[config.mk]
export PLATFORM = sky130hd
export DESIGN_NAME = id_ex_stage
export DESIGN_NICKNAME = d
export VERILOG_FILES = /design/src/rtl/id_ex_stage.sv
export SDC_FILE = /design/constraint.sdc
export NUM_CORES = 1
export LEC_CHECK = 0
export BUFFER_PORTS_ARGS = -buffer_cell sky130_fd_sc_hd__clkbuf_2
export CORE_AREA = 2 2 153 155
export DETAILED_ROUTE_END_ITERATION = 12
export DIE_AREA = 0 0 155 157
export PLACE_DENSITY = 0.67
export SLEW_MARGIN = 20
export SYNTH_ARGS = -nofsm -noshare
export SYNTH_HDL_FRONTEND = slang
export SYNTH_SLANG_ARGS = --single-unit
[constraint.sdc]
create_clock -name clk -period 2.2 [get_ports clk]
set_clock_uncertainty 0.2 [all_clocks]
set_input_delay 0.11 -clock clk [delete_from_list [all_inputs] [get_ports clk]]
set_output_delay 0.11 -clock clk [all_outputs]
set_load 0.02 [all_outputs]
[src/rtl/id_ex_stage.sv]
// ID/EX pipeline register with EX-stage operand forwarding and load-use/branch hazard control.
// One cycle D->E; a load-use hazard stalls F/D and bubbles E, and a taken branch flushes D and bubbles E.
module id_ex_stage #(
  parameter int D_WIDTH = 32,
  parameter int A_WIDTH = 5,
  parameter int C_WIDTH = 11
) (
  input  logic               clk,
  input  logic               rst_n,
  input  logic               valid_d,
  input  logic [C_WIDTH-1:0] ctrl_d,
  input  logic [D_WIDTH-1:0] rd1_d,
  input  logic [D_WIDTH-1:0] rd2_d,
  input  logic [A_WIDTH-1:0] rs1_d,
  input  logic [A_WIDTH-1:0] rs2_d,
  input  logic [A_WIDTH-1:0] rd_d,
  input  logic [D_WIDTH-1:0] imm_d,
  input  logic [D_WIDTH-1:0] pc_d,
  input  logic               regwrite_m,
  input  logic [A_WIDTH-1:0] rd_m,
  input  logic [D_WIDTH-1:0] alu_result_m,
  input  logic               regwrite_w,
  input  logic [A_WIDTH-1:0] rd_w,
  input  logic [D_WIDTH-1:0] result_w,
  input  logic               pcsrc_e,
  output logic               valid_e,
  output logic [C_WIDTH-1:0] ctrl_e,
  output logic [A_WIDTH-1:0] rs1_e,
  output logic [A_WIDTH-1:0] rs2_e,
  output logic [A_WIDTH-1:0] rd_e,
  output logic [D_WIDTH-1:0] imm_e,
  output logic [D_WIDTH-1:0] pc_e,
  output logic [D_WIDTH-1:0] srca_e,
  output logic [D_WIDTH-1:0] writedata_e,
  output logic [1:0]         fwd_a_e,
  output logic [1:0]         fwd_b_e,
  output logic               stall_f,
  output logic               stall_d,
  output logic               flush_d
);

  localparam int MEMREAD_BIT = 9;

  logic [D_WIDTH-1:0] rd1_e;
  logic [D_WIDTH-1:0] rd2_e;
  logic               load_use;
  logic               bubble;

  assign load_use = valid_e & ctrl_e[MEMREAD_BIT] & (rd_e != '0) & valid_d
                  & ((rd_e == rs1_d) | (rd_e == rs2_d));
  assign bubble   = pcsrc_e | load_use;

  // A taken branch throws away the Decode instruction, so it never needs to stall.
  assign stall_f = load_use & ~pcsrc_e;
  assign stall_d = load_use & ~pcsrc_e;
  assign flush_d = pcsrc_e;

  always_ff @(posedge clk) begin
    if (!rst_n || bubble) begin
      valid_e <= 1'b0;
      ctrl_e  <= '0;
      rs1_e   <= '0;
      rs2_e   <= '0;
      rd_e    <= '0;
      imm_e   <= '0;
      pc_e    <= '0;
      rd1_e   <= '0;
      rd2_e   <= '0;
    end else begin
      valid_e <= valid_d;
      ctrl_e  <= valid_d ? ctrl_d : '0;
      rs1_e   <= rs1_d;
      rs2_e   <= rs2_d;
      rd_e    <= rd_d;
      imm_e   <= imm_d;
      pc_e    <= pc_d;
      rd1_e   <= rd1_d;
      rd2_e   <= rd2_d;
    end
  end

  // Memory stage is checked first: it holds the younger write to the same register.
  always_comb begin
    srca_e  = rd1_e;
    fwd_a_e = 2'b00;
    if (regwrite_m && (rd_m != '0) && (rd_m == rs1_e)) begin
      srca_e  = alu_result_m;
      fwd_a_e = 2'b10;
    end else if (regwrite_w && (rd_w != '0) && (rd_w == rs1_e)) begin
      srca_e  = result_w;
      fwd_a_e = 2'b01;
    end
  end

  always_comb begin
    writedata_e = rd2_e;
    fwd_b_e     = 2'b00;
    if (regwrite_m && (rd_m != '0) && (rd_m == rs2_e)) begin
      writedata_e = alu_result_m;
      fwd_b_e     = 2'b10;
    end else if (regwrite_w && (rd_w != '0) && (rd_w == rs2_e)) begin
      writedata_e = result_w;
      fwd_b_e     = 2'b01;
    end
  end

endmodule

==> impl_metrics.env, run 1 <==
export IMPL_dpl_hpwl_um=20750
export IMPL_cts_max_level=4
export IMPL_setup_viol=67
export IMPL_via_count=9383
export IMPL_rows=55
export IMPL_tritoncts="yes"
export IMPL_firstDrtPassIters=7
export IMPL_syn_nets=1135
export IMPL_core_um2=22500
export IMPL_grt_pass1_vias=9434
export IMPL_slew_headroom=0.7053
export IMPL_violations="negative setup slack"
export IMPL_slowest_stage="or3_4"
export IMPL_worstPathArrival_ns=2.19
export IMPL_fmax_mhz=399.8
export IMPL_seqPwrFrac=0.381
export IMPL_synthFlopType="dfxtp_1"
export IMPL_min_period_ns=2.501
export IMPL_wl_per_cell_um=19.62
export IMPL_syn_inst=901
export IMPL_overflow=0
export IMPL_dr_first_iter_drc_count=813
export IMPL_drive_above_1_share=0.4075
export IMPL_comb_power_share=0.225
export IMPL_p_clk_frac=0.394
export IMPL_synth_top_area_frac=0.4412
export IMPL_die_h_um=157
export IMPL_cellInternalPower_w=0.005398
export IMPL_status="finished, violations left"
export IMPL_ir_worst_vdd_mv=0.4745
export IMPL_area_delta_synth_final_pct=82.07
export IMPL_place_ws_ns=-0.1290
export IMPL_grt_pass1_wl_um=49400
export IMPL_path_buf_inv=2
export IMPL_p_sw_w=0.002413
export IMPL_syn_area_um2=7033
export IMPL_worst_pin_slew_ns=0.4401
export IMPL_yosys_top_cells_area="dfxtp_1 44%, a21oi_1 11%, nand2_1 7.8%"
export IMPL_endpoint_kind="output pin"
export IMPL_postSynthAreaPerCell_um2=7.806
export IMPL_synth_edff_count=0
export IMPL_yosys_area_top_type="dfxtp_1"
export IMPL_async_flop_share=0
export IMPL_critPathLaunchType="register"
export IMPL_cts_sinks=155
export IMPL_cts_made_buffers=17
export IMPL_leakage_nw=5.490
export IMPL_synth_common_cells="156 x a21oi_1, 155 x dfxtp_1, 146 x nand2_1"
export IMPL_grt_max_degree=93
export IMPL_gr_usage_all_layers=0.2551
export IMPL_hold_violations=0
export IMPL_path_delay_family="compound AO/OA/AOI/OAI gates"
export IMPL_critPathMaxFanout=33
export IMPL_p_per_area_nw_per_um2=610.0
export IMPL_max_cap_violations=0
export IMPL_die_area_um2=24340
export IMPL_cp_slowest_stage_delay_ns=0.41
export IMPL_setup_ws_ns=-0.3010
export IMPL_cts_buffer_depth=2
export IMPL_slew_viol_final=0
export IMPL_wl_um=33840
export IMPL_drc=0
export IMPL_cts_root_buf="clkbuf_16"
export IMPL_antenna_found_initial=2
export IMPL_synth_cell_type_count=28
export IMPL_gp_congestion=0.8376
export IMPL_rsz0062_at_grt="true"
export IMPL_fin_crit_sh=1.137
export IMPL_start_util=0.3125
export IMPL_path_class="register to output pin"
export IMPL_fp_dieW_um=155
export IMPL_yosysSeqAreaShare=0.4412
export IMPL_viasPerCell=5.439
export IMPL_finalSetupTns_ns=-15.17
export IMPL_clkSlewWorstSetupHoldPaths_ns=0.07
export IMPL_io_buffers=395
export IMPL_fin_nets=1660
export IMPL_n_fill_cell=1933
export IMPL_io_pin_count=396
export IMPL_hp_class="input pin to register"
export IMPL_synth_seq_cells=155
export IMPL_ant_nets=0
export IMPL_insertion_delay_ns=0.42
export IMPL_ys_warn_count=0
export IMPL_worstPathCellList="xor2_2, or3_4, buf_12, o31ai_4, a31oi_2, buf_4"
export IMPL_switching_share=0.3089
export IMPL_worstPathRequired_ns=1.89
export IMPL_yosysMostFrequentCell="a21oi_1"
## worst min-delay path: cells and delay by family
| family | cells | cell delay, ns |
|---|---|---|
| compound gates | 1 | 0.04 |
| simple gates | 2 | 0.17 |
| buf+inv | 2 | 0.32 |
## power groups by stage
stage	clock, W	sequential [W]	combinational, W
after floorplan	0	0.00310	0.000587
final	0.00307	0.00298	0.00176
after global routing	0.00327	0.00299	0.00185
after detailed placement	0	0.00302	0.00132
after CTS	0.00314	0.00297	0.00160
after global placement	0	0.00302	0.00131
## sequential cells by signal, summed over array words and instances, names as in the netlist
signal	flops
ctrl_e	11
imm_e	32
pc_e	32
rd1_e	32
rd2_e	32
rd_e	5
rs1_e	5
rs2_e	5
valid_e	1
## final timing paths
path | from | to | slack (ns) | cells after the start
setup / recovery | rs2_e[2] | writedata_e[30] | -0.30 | 6
hold / removal | pcsrc_e | rs1_e[0] | 0.06 | 5
setup reg to reg | rd_e[0] | imm_e[31] | 0.29 | 7
hold reg to reg | ctrl_e[9] | rd_e[4] | 0.72 | 4
## layout by cell type, fill, tap and decap left out, types with 12 or more instances in the layout
cell type	instances
buf_4	35
buf_12	23
o31ai_1	15
a21oi_1	155
o31ai_4	18
xnor2_1	12
a31oi_1	55
dlygate4sd3_1	173
o31ai_2	31
buf_2	28
dfxtp_2	13
nor3_1	65
nand2_1	146
clkbuf_16	21
dfxtp_1	140
nand3_1	14
clkbuf_2	348
nand4_1	66
## layer usage
metal / track usage / up-vias / share of wire / wire length (µm)
met3: 0.06883 / 106 / 0.089 / 3009
li1: - / 4331 / - / -
met1: 0.2877 / 4345 / 0.38 / 12740
met5: 0 / - / 0 / 0
met4: 0.1230 / 0 / 0.040 / 1370
met2: 0.4474 / 601 / 0.49 / 16720
## through the flow
stage	utilization	hold WS [ns]	total power, W	instance area, µm²	std cells
5_1_grt	0.5690	0.08470	0.008107	12800	1725
4_1_cts	0.5418	0.03411	0.007706	12190	1714
3_3_place_gp	0.4251	0.1109	0.004329	9565	1506
2_1_floorplan	-	0.02609	0.003682	7033	901
3_5_place_dp	0.4251	0.1160	0.004340	9565	1506
6_report	0.5690	0.05618	0.007810	12800	1725
## cell type report
cell class	instances	area (µm²)	area share
antenna	2	5.005	0.0003909
clock buffer	17	425.4	0.03322
clock inverter	14	175.2	0.01368
inverter	2	10.01	0.0007817
multi-input combinational	628	4125	0.3222
sequential	155	3127	0.2442
tap	285	356.6	0.02785
timing repair buffer	622	4581	0.3577
## timing repair
item                       4_1_cts  5_1_grt
pin swaps                        4       32
hold endpoints to repair       155        0
gates cloned                     0        5
resized for setup               58      131
hold buffers                   173        0
setup endpoints to repair       68       74
setup buffers                    4        5
## kinds of logic (layout without fill, tap and decap cells)
kind of cell              count (synthesis)  count (layout)  synth area share
AOI/OAI and AO/OA                       289             289            0.2425
xor gates and xnor gates                 30              30           0.03736
buffers and inverters                   118             655           0.06849
DFF                                     155             155            0.4412
other                                     0               2                 0
and+or+nand+nor                         309             309            0.2105
Power figures use the tool's default switching activity.
==> inputs of run 2 (changes only) <==
--- a/config.mk
+++ b/config.mk
@@ -9,6 +9,7 @@
 export CORE_AREA = 2 2 153 155
 export DETAILED_ROUTE_END_ITERATION = 12
 export DIE_AREA = 0 0 155 157
+export HOLD_SLACK_MARGIN = 0.06
 export PLACE_DENSITY = 0.67
 export SLEW_MARGIN = 20
 export SYNTH_ARGS = -nofsm -noshare
==> constraint.sdc (replaced) <==
create_clock -name clk -period 2.8 [get_ports clk]
set_clock_uncertainty 0.2 [all_clocks]
set_input_delay 0.14 -clock clk [delete_from_list [all_inputs] [get_ports clk]]
set_output_delay 0.14 -clock clk [all_outputs]
set_load 0.02 [all_outputs]
==> impl_metrics.env, run 2 (synthesis gave the netlist of run 1 again) <==
export IMPL_core_um2=22500
export IMPL_slew_viol_final=0
export IMPL_clkSlewWorstSetupHoldPaths_ns=0.07
export IMPL_drive_above_1_share=0.3430
export IMPL_fp_dieW_um=155
export IMPL_rsz0062_at_grt="false"
export IMPL_io_pin_count=396
export IMPL_wl_um=32460
export IMPL_placed_area_um2=9273
export IMPL_cts_max_level=4
export IMPL_wl_per_cell_um=19.07
export IMPL_finalSetupTns_ns=0
export IMPL_critPathLaunchType="register"
export IMPL_insertion_delay_ns=0.42
export IMPL_io_buffers=395
export IMPL_p_per_area_nw_per_um2=522.1
export IMPL_max_cap_violations=0
export IMPL_start_util=0.3125
export IMPL_slowest_stage="or2_2"
export IMPL_cts_root_buf="clkbuf_16"
export IMPL_gr_usage_all_layers=0.2523
export IMPL_min_period_ns=2.663
export IMPL_area_delta_synth_final_pct=66.09
export IMPL_multiInputGateArea_um2=3558
export IMPL_via_count=9213
export IMPL_area_sequential_um2=3103
export IMPL_die_h_um=157
export IMPL_viasPerCell=5.413
export IMPL_final_common_cell="clkbuf_2"
export IMPL_die_area_um2=24340
export IMPL_drc=0
export IMPL_leakage_nw=5.145
export IMPL_tritoncts="yes"
export IMPL_dr_first_iter_drc_count=844
export IMPL_grt_pass1_vias=9284
export IMPL_hold_violations=0
export IMPL_hp_class="input pin to register"
export IMPL_path_delay_family="simple AND/OR/NAND/NOR gates"
export IMPL_stdcell_area_um2=11680
export IMPL_cp_slowest_stage_delay_ns=0.52
export IMPL_n_fill_cell=2048
export IMPL_fin_crit_sh=0.9510
export IMPL_slew_headroom=0.4118
export IMPL_worst_pin_slew_ns=0.8805
export IMPL_fmax_mhz=375.5
export IMPL_dpl_hpwl_um=20400
export IMPL_firstDrtPassIters=5
export IMPL_path_class="register to output pin"
export IMPL_endpoint_kind="output pin"
export IMPL_grt_pass1_wl_um=48690
export IMPL_path_buf_inv=1
export IMPL_worstPathCellList="xor2_1, or2_2, o31ai_1, a31oi_1, clkbuf_2"
export IMPL_fin_nets=1635
export IMPL_gp_congestion=0.9011
export IMPL_grt_max_degree=100
export IMPL_status="finished clean"
export IMPL_rows=55
export IMPL_antenna_found_initial=1
export IMPL_critPathMaxFanout=16
export IMPL_layout_common_cells="395 x clkbuf_2, 166 x dlygate4sd3_1, 155 x a21oi_1, 155 x dfxtp_1, 146 x nand2_1"
export IMPL_setup_viol=0
export IMPL_whs_ns=0.1211
export IMPL_cts_made_buffers=17
export IMPL_overflow=0
export IMPL_ir_worst_vdd_mv=0.3842
export IMPL_worstPathRequired_ns=2.46
export IMPL_ant_nets=0
export IMPL_cts_sinks=155
export IMPL_worstPathArrival_ns=2.32
export IMPL_cts_buffer_depth=2
## run 2: changes by cell type in the layout (fill, tap and decap cells not counted), moves of 18 or more
cell	delta
buf_2	-28
clkbuf_2	+47
o31ai_1	+47
o31ai_2	-29
o31ai_4	-18
## run 2: path summary, 6_finish.rpt
kind | from | endpoint | slack, ns | depth (start not counted)
worst max-delay path | rs2_e[0] | writedata_e[3] | 0.14 | 5
worst min-delay path | pcsrc_e | rs1_e[3] | 0.12 | 5
worst max register to register | rd_e[0] | rd1_e[31] | 0.81 | 5
worst min register to register | rd_e[3] | rs2_e[4] | 0.72 | 4
## run 2: final cells by class
class,count,share of cell area
repair buffers,596,0.3429
multi-input cells,629,0.3046
flip-flops and latches,155,0.2656
clock buffers,18,0.03760
well taps,285,0.03053
clock inverters,14,0.01746
inverters,2,0.0006427
diodes,3,0.0006427
## run 2: routing by layer
layer | part of all wire | global-route usage | vias up
met5 | 0 | 0 | -
met4 | 0.038 | 0.1301 | 0
met3 | 0.098 | 0.07351 | 94
met2 | 0.47 | 0.4254 | 614
met1 | 0.39 | 0.2913 | 4237
li1 | - | - | 4268
## run 2: power breakdown
group / internal [W] / switching (W) / leakage (nW)
clock network: 0.00148 / 0.00107 / 0.317
registers: 0.00229 / 0.0000385 / 1.27
logic: 0.000503 / 0.000715 / 3.56
total: 0.00427 / 0.00183 / 5.15
## run 2: metrics by stage
step / instances / total power, W / utilization / setup WS [ns]
2_1_floorplan: 901 / 0.002893 / - / 0.6496
3_3_place_gp: 1492 / 0.003347 / 0.4121 / 0.3134
3_5_place_dp: 1492 / 0.003353 / 0.4121 / 0.2756
4_1_cts: 1690 / 0.006081 / 0.5150 / 0.04973
5_1_grt: 1700 / 0.006330 / 0.5189 / 0.02315
6_report: 1702 / 0.006099 / 0.5191 / 0.1372
## run 2: repair_timing
item	CTS	global route
hold endpoints to repair	155	0
pin swaps	0	1
gates resized for setup	3	4
setup endpoints to repair	12	13
buffers inserted	0	8
cloned	0	1
hold buffers	166	0
## run 2: worst reg2reg max path, cell delays in order, from the launching register on
cell and delay, ns:
dfxtp_1 0.42, xnor2_1 0.16, nand3_1 0.15, o22ai_4 0.42
buf_12 0.31, a21oi_1 0.17
==> inputs of run 3 (changes only) <==
--- a/config.mk
+++ b/config.mk
@@ -6,11 +6,12 @@
 export NUM_CORES = 1
 export LEC_CHECK = 0
 export BUFFER_PORTS_ARGS = -buffer_cell sky130_fd_sc_hd__clkbuf_2
-export CORE_AREA = 2 2 153 155
+export CORE_AREA = 2 2 156 158
+export CTS_BUF_LIST = sky130_fd_sc_hd__clkbuf_4 sky130_fd_sc_hd__clkbuf_8
 export DETAILED_ROUTE_END_ITERATION = 12
-export DIE_AREA = 0 0 155 157
+export DIE_AREA = 0 0 158 160
 export HOLD_SLACK_MARGIN = 0.06
-export PLACE_DENSITY = 0.67
+export PLACE_DENSITY = 0.65
 export SLEW_MARGIN = 20
 export SYNTH_ARGS = -nofsm -noshare
 export SYNTH_HDL_FRONTEND = slang
==> impl_metrics.env, run 3 (synthesis gave the netlist of run 1 again) <==
export IMPL_status="finished clean"
export IMPL_fin_nets=1636
export IMPL_slew_viol_final=0
export IMPL_hold_violations=0
export IMPL_dpl_hpwl_um=21860
export IMPL_fp_dieW_um=158
export IMPL_placed_area_um2=9376
export IMPL_ir_worst_vdd_mv=0.3401
export IMPL_utilization=0.4869
export IMPL_cts_root_buf="clkbuf_8"
export IMPL_via_count=9367
export IMPL_fin_crit_sh=0.9679
export IMPL_hp_class="input pin to register"
export IMPL_drive_above_1_share=0.3463
export IMPL_insertion_delay_ns=0.45
export IMPL_whs_ns=0.1263
export IMPL_io_buffers=395
export IMPL_rows=57
export IMPL_worstPathArrival_ns=2.37
export IMPL_firstDrtPassIters=7
export IMPL_overflow=0
export IMPL_wl_per_cell_um=19.80
export IMPL_slew_headroom=0.4061
export IMPL_die_area_um2=25280
export IMPL_tritoncts="yes"
export IMPL_grt_max_degree=87
export IMPL_diodes=0
export IMPL_gr_usage_all_layers=0.2625
export IMPL_grt_pass1_wl_um=51670
export IMPL_die_h_um=160
export IMPL_min_period_ns=2.710
export IMPL_max_cap_violations=0
export IMPL_cts_buffer_depth=2
export IMPL_setup_viol=0
export IMPL_stdcell_area_um2=11600
export IMPL_wl_um=34440
export IMPL_n_fill_cell=2248
export IMPL_gp_congestion=0.8801
export IMPL_core_um2=23820
export IMPL_worstPathCellList="xor2_1, or3_1, buf_4, o31ai_2, a31oi_1, clkbuf_2"
export IMPL_cp_slowest_stage_delay_ns=0.44
export IMPL_worst_pin_slew_ns=0.8890
export IMPL_p_per_area_nw_per_um2=463.4
export IMPL_dr_first_iter_drc_count=976
export IMPL_viasPerCell=5.386
export IMPL_slowest_stage="dfxtp_1"
export IMPL_cts_made_buffers=17
export IMPL_leakage_nw=5.044
export IMPL_p_total_w=0.005375
export IMPL_worstPathRequired_ns=2.46
export IMPL_final_common_cell="clkbuf_2"
export IMPL_antenna_found_initial=0
export IMPL_ant_nets=0
export IMPL_cts_max_level=4
export IMPL_path_class="register to output pin"
export IMPL_clkSlewWorstSetupHoldPaths_ns=0.11
export IMPL_endpoint_kind="output pin"
export IMPL_rsz0062_at_grt="true"
export IMPL_critPathLaunchType="register"
export IMPL_start_util=0.2953
export IMPL_grt_pass1_vias=9447
export IMPL_cts_sinks=155
export IMPL_drc=0
export IMPL_fmax_mhz=369.0
export IMPL_area_delta_synth_final_pct=64.90
export IMPL_layout_common_cells="395 x clkbuf_2, 172 x dlygate4sd3_1, 155 x a21oi_1"
export IMPL_io_pin_count=396
export IMPL_critPathMaxFanout=33
run 3: cell count changes in the layout (fill, tap and decap cells not counted), sizes merged:
cell and delta:
clkinv -1, bufinv -2, or2 -1, dlygate4sd3 +6
clkinvlp +2, diode -3, buf -4, inv +1
run 3: metal layers:
layer  track usage  share of wire  up-vias  routed length [µm]
li1              -              -     4265                   -
met1        0.3040           0.38     4365               13180
met2        0.4490           0.48      614               16510
met3       0.07273          0.095      123                3263
met4        0.1159          0.043        0                1482
met5             0              0        -                   0
run 3: repair_timing:
item | 4_1_cts | 5_1_grt
buffers inserted | 0 | 0
setup endpoints to repair | 13 | 23
hold endpoints to repair | 155 | 0
gates resized for setup | 8 | 9
hold buffers | 172 | 0
run 3: worst paths after layout:
path	startpoint	end	slack, ns	cells past startpoint
setup / recovery	rs2_e[2]	writedata_e[0]	0.09	6
setup reg to reg	rd_e[2]	rd2_e[28]	0.68	5
hold reg to reg	ctrl_e[9]	rs2_e[4]	0.54	3
hold / removal	pcsrc_e	imm_e[19]	0.13	5
run 3: area by class of cell:
cell class	instances	area (µm²)	area share
Clock inverter	14	171.4	0.01478
Inverter	2	7.507	0.0006473
Clock buffer	18	247.7	0.02136
Timing Repair Buffer	598	4060	0.3501
Multi-Input combinational cell	628	3600	0.3104
Tap cell	324	405.4	0.03496
Sequential cell	155	3105	0.2678
run 3: power by group:
group	switching [W]	internal, W	total (W)
Clock	0.00102	0.000786	0.00181
Sequential	0.0000394	0.00229	0.00233
Combinational	0.000735	0.000504	0.00124
run 3: critical path: cells and delay by family, from the launching register on:
kind	cells	cell delay [ns]
AOI/OAI and AO/OA	2	0.51
buffers and inverters	2	0.46
DFF	1	0.44
and+or+nand+nor	1	0.39
xor gates and xnor gates	1	0.12
run 3: per-stage QoR:
| stage | std cells | TNS [ns] | setup WS [ns] |
|---|---|---|---|
| floorplan | 901 | 0 | 0.6496 |
| global placement | 1535 | 0 | 0.2427 |
| detailed placement | 1535 | 0 | 0.2501 |
| CTS | 1739 | 0 | 0.007140 |
| global route | 1739 | -0.01108 | -0.007226 |
| finish | 1739 | 0 | 0.08981 |
